`src/rtl/uart_tx_ctrl.sv`:
```
// UART transmit controller: frames one byte as start bit, DATA_BITS data
// bits (LSB first) and one stop bit. Bit timing comes from an internal baud
// divider. The data bit on the line is selected by an external 4-bit
// bit-select counter, which this block steps with cnt_en and clears with
// cnt_rst.
//
// Host handshake: start is sampled only while busy=0 (IDLE). A start seen
// in IDLE latches data_in and begins a frame on the next cycle. A start
// while busy=1 is dropped; it is not queued and data_q keeps the current
// byte. done pulses for one cycle in the first IDLE cycle after the stop
// bit, and a start in that same cycle is accepted.
module uart_tx_ctrl #(
  parameter int CLKS_PER_BIT = 868,
  parameter int DATA_BITS    = 8
) (
  input  logic       clk,
  input  logic       rst,
  input  logic       start,
  input  logic [7:0] data_in,
  input  logic [3:0] bit_cnt,
  output logic       cnt_en,
  output logic       cnt_rst,
  output logic       tx,
  output logic       busy,
  output logic       done,
  output logic [1:0] state_dbg
);

  localparam int BW = (CLKS_PER_BIT > 1) ? $clog2(CLKS_PER_BIT) : 1;
  localparam logic [BW-1:0] BAUD_LAST = BW'(CLKS_PER_BIT - 1);
  localparam logic [3:0]    LAST_BIT  = 4'(DATA_BITS - 1);

  localparam logic [1:0] S_IDLE  = 2'd0;
  localparam logic [1:0] S_START = 2'd1;
  localparam logic [1:0] S_DATA  = 2'd2;
  localparam logic [1:0] S_STOP  = 2'd3;

  logic [1:0]    state_q, state_d;
  logic [BW-1:0] baud_cnt_q, baud_cnt_d;
  logic [7:0]    data_q, data_d;
  logic          done_q, done_d;
  logic          baud_last;

  assign baud_last = (baud_cnt_q == BAUD_LAST);

  // Next-state, baud divider and byte latch. Any bit_cnt at or above the
  // last data bit ends the DATA phase, so a bad count cannot hang a frame.
  always_comb begin
    state_d    = state_q;
    baud_cnt_d = baud_cnt_q;
    data_d     = data_q;
    done_d     = 1'b0;
    case (state_q)
      S_IDLE: begin
        baud_cnt_d = '0;
        if (start) begin
          data_d  = data_in;
          state_d = S_START;
        end
      end
      S_START: begin
        if (baud_last) begin
          baud_cnt_d = '0;
          state_d    = S_DATA;
        end else begin
          baud_cnt_d = baud_cnt_q + BW'(1);
        end
      end
      S_DATA: begin
        if (baud_last) begin
          baud_cnt_d = '0;
          if (bit_cnt >= LAST_BIT) begin
            state_d = S_STOP;
          end
        end else begin
          baud_cnt_d = baud_cnt_q + BW'(1);
        end
      end
      S_STOP: begin
        if (baud_last) begin
          baud_cnt_d = '0;
          state_d    = S_IDLE;
          done_d     = 1'b1;
        end else begin
          baud_cnt_d = baud_cnt_q + BW'(1);
        end
      end
      default: begin
        state_d    = S_IDLE;
        baud_cnt_d = '0;
      end
    endcase
  end

  // Line and counter-control outputs decoded from registered state.
  always_comb begin
    tx      = 1'b1;
    busy    = 1'b1;
    cnt_rst = 1'b1;
    cnt_en  = 1'b0;
    case (state_q)
      S_IDLE:  busy = 1'b0;
      S_START: tx   = 1'b0;
      S_DATA: begin
        // Only the low three bits can address the byte; counts past the
        // last bit never reach a second bit period.
        tx      = data_q[bit_cnt[2:0]];
        cnt_rst = 1'b0;
        cnt_en  = baud_last && (bit_cnt < LAST_BIT);
      end
      S_STOP:  tx = 1'b1;
      default: busy = 1'b0;
    endcase
  end

  // State registers with synchronous active-high reset.
  always_ff @(posedge clk) begin
    if (rst) begin
      state_q    <= S_IDLE;
      baud_cnt_q <= '0;
      data_q     <= '0;
      done_q     <= 1'b0;
    end else begin
      state_q    <= state_d;
      baud_cnt_q <= baud_cnt_d;
      data_q     <= data_d;
      done_q     <= done_d;
    end
  end

  assign done      = done_q;
  assign state_dbg = state_q;

endmodule

```
`config.mk`:
```
export PLATFORM = sky130hd
export DESIGN_NAME = uart_tx_ctrl
export DESIGN_NICKNAME = d
export VERILOG_FILES = /design/src/rtl/uart_tx_ctrl.sv
export SDC_FILE = /design/constraint.sdc
export NUM_CORES = 1
export LEC_CHECK = 0
export BUFFER_PORTS_ARGS = -buffer_cell sky130_fd_sc_hd__buf_2
export CORE_MARGIN = 1
export CORE_UTILIZATION = 52
export DETAILED_ROUTE_END_ITERATION = 8
export GPL_ROUTABILITY_DRIVEN = 0
export PLACE_DENSITY_LB_ADDON = 0.1
export SLEW_MARGIN = 20
export SYNTH_ARGS = -nofsm -noshare
export SYNTH_HDL_FRONTEND = slang
export SYNTH_SLANG_ARGS = --single-unit
```
`constraint.sdc`:
```
create_clock -name clk -period 1.7 [get_ports clk]
set_input_delay 0.34 -clock clk [delete_from_list [all_inputs] [get_ports clk]]
set_output_delay 0.34 -clock clk [all_outputs]
set_load 0.02 [all_outputs]
```
==> impl_metrics.ini <==
[critical_path]
cp-start-kind = register
worst_setup_path_end_kind = output pin
crit-reg2reg-launch = state_dbg[0]
cp.arrival_ns = 1.49
crit_path_max_fanout = 2
worstReg2RegEnd = state_dbg[0]
timing.reg2reg.setup_slack_ns = 0.07
cp.required_ns = 1.36
reg2reg_depth = 7
crit_type = reg2out

[sta]
final-hold-violation-count = 0
timing.fmax_mhz = 547
period_share = 1.08
worst_pin_slew_ns = 0.313
worst_clock_skew_ns = 0.00917
max_slew_margin = 0.791
setup_repair_after_global_routing_missed_its_margin = yes
min_period_ns = 1.83
finalWorstSetupSlack_ns = -0.128
setup-violations-final = 1
slew_viol_final = 0
holdWs_ns = 0.262

[global_routing]
grt_start_max_net_pins = 14
grt.total_usage = 0.203
grt-ovfl-total = 0
first_global_vias = 722
grt_pass1_wl_um = 3010
antenna_found_initial = 0

[clocking]
cts.clk_slew.worst_paths_ns = 0.13
cts-buffers-inserted = 3
cts_tree = done
h-tree-depth = 1
cts-root-to-sink-buffers = 2
clkLatencyLatePin_ns = 0.31
cts.hold.buffers_added = 0
root_buffer = sky130_fd_sc_hd__clkbuf_4
clkSinkCount = 21

[die]
io-pin-count = 22
design.die.area_mm2 = 0.00216
chipWidth_um = 46.5
core_area_mm2 = 0.00178
die_h_um = 46.5
floorplan.initialDensity = 0.578
std_cell_rows = 15

[power]
power.leakage_nw = 0.504
vdd_drop_max_v = 0.000888
p_per_area_mw_per_mm2 = 1160

[yosys]
number_of_enable_flip_flop_cells_after_synthesis = 0
synth.top_cells.by_area = sky130_fd_sc_hd__dfxtp_1 (41%), sky130_fd_sc_hd__ha_1 (7.3%), sky130_fd_sc_hd__nand3_1 (6.3%)
synth.cell_area_mm2 = 0.00103
yosys.cell_count.top_type = sky130_fd_sc_hd__dfxtp_1
ys_seq_area_frac = 0.408
synth_top_cell_area_share = 0.408
synth-warning-count = 0
post_synth_num_cell_types = 30
postSynth.asyncResetShare = 0
post_synth.cell_area_avg_um2 = 9.04
synth-seq-cells = 21
synth_flop_cell = sky130_fd_sc_hd__dfxtp_1
yosys.area.top_type = sky130_fd_sc_hd__dfxtp_1
synth.top_cells.by_count = sky130_fd_sc_hd__dfxtp_1 (21), sky130_fd_sc_hd__nor2_1 (14), sky130_fd_sc_hd__nand3_1 (13)
synthesis.nets = 135
synthCells = 114

[routing]
routedWlPerCell_um = 11.6
drt.antenna.violating_nets = 0
detail_route.vias_per_cell = 5.17
sum_of_routed_wire_length_over_all_layers_um = 1940
drt_pre_antenna_iters = 3
drc = 0
drt-initial-drc-count = 7
num_vias = 863

[final_layout]
finalNetCount = 164
synthToLayoutAreaGrowth_pct = 22.2
drive_gt1_frac = 0.338
diodes = 0

[hold_path]
hold_path.class = in2reg
worst_hold_path.endpoint = data_q[3]
hp-start = data_in[3]
hold_path_depth = 3

[place]
dp_hpwl_um = 1450
placement.io_buffers = 21
dpl_ws_ns = 0.0110

[run_status]
outcome = finished with violations
failed_checks = setup timing

[flow_run]
cap_viol_max_count = 0
-- flip-flops by register name, indices dropped and copies added, names as in the netlist --
| name | cells |
|---|---|
| baud_cnt_q | 10 |
| data_q | 8 |
| state_dbg | 2 |
| done | 1 |
-- layer usage --
layer	global-route usage	routed length, um	vias up
met5	0	0	-
met1	0.255	899	393
met4	0.0529	24	0
li1	-	-	451
met3	0.0824	66	2
met2	0.319	951	17
-- metrics by stage --
stage / TNS, ns / cell area, um^2 / total power [mW] / util / std cells
3_5_place_dp: 0 / 1160 / 1.15 / 0.648 / 159
2_1_floorplan: 0 / 1030 / 0.988 / - / 114
3_3_place_gp: 0 / 1160 / 1.14 / 0.648 / 159
6_report: -0.128 / 1260 / 1.46 / 0.707 / 167
5_1_grt: -0.261 / 1260 / 1.58 / 0.707 / 167
4_1_cts: -0.176 / 1220 / 1.43 / 0.684 / 163
-- how the worst max path moves through the flow --
stage / start / endpoint / slack (ns) / cells past startpoint
after floorplan: state_dbg[0] / state_dbg[1] / 0.07 / 7
after global placement: bit_cnt[0] / tx / 0.04 / 5
final: data_q[7] / tx / -0.13 / 4
after global routing: data_q[7] / tx / -0.21 / 4
after CTS: data_q[7] / tx / -0.14 / 4
after detailed placement: bit_cnt[0] / tx / 0.01 / 5
-- cells in the final DEF (no fill, tap or decap), drive strengths merged, types with 3 or more instances in the layout --
master and count:
buf 27, dfxtp 21, nor2 14, nand3 13
nand2 12, a21oi 10, ha 6, xnor2 5
inv 5, xor2 3, clkbuf 3
-- critical path: stages (launching register included) --
cell	delay [ns]
sky130_fd_sc_hd__dfxtp_1	0.33
sky130_fd_sc_hd__mux4_2	0.46
sky130_fd_sc_hd__mux2i_1	0.14
sky130_fd_sc_hd__mux2i_1	0.09
sky130_fd_sc_hd__buf_2	0.16
-- cells by family (layout without fill, tap and decap cells) --
kind of cell | after synthesis | in the layout | synth area share
XOR/XNOR | 8 | 8 | 0.0680
multiplexers | 4 | 4 | 0.0631
adder cells (fa/ha/maj) | 6 | 6 | 0.0728
AND/OR/NAND/NOR | 53 | 53 | 0.269
buffers and inverters | 8 | 36 | 0.0461
flip-flops | 21 | 21 | 0.408
AO/OA/AOI/OAI | 14 | 14 | 0.0728
-- report_power, final --
| part | total [mW] | switching [mW] | internal, mW |
|---|---|---|---|
| clock network | 0.247 | 0.158 | 0.0897 |
| logic | 0.589 | 0.341 | 0.248 |
| registers | 0.628 | 0.0616 | 0.567 |
-- timing repair --
| action | CTS | global route |
|---|---|---|
| hold endpoints to repair | 0 | 0 |
| pin swaps | 1 | 2 |
| setup buffers | 0 | 4 |
| endpoints found under the setup margin | 2 | 2 |
| resized for setup | 9 | 5 |
-- cell type report --
cell class | count | area (um^2)
clock buffer | 3 | 22.5
fill | 158 | 523
sequential | 21 | 433
clock inverter | 1 | 7.51
inverter | 5 | 21.3
tap | 25 | 31.3
multi-input combinational | 85 | 592
timing repair buffer | 27 | 153
Power figures use the tool's default switching activity.
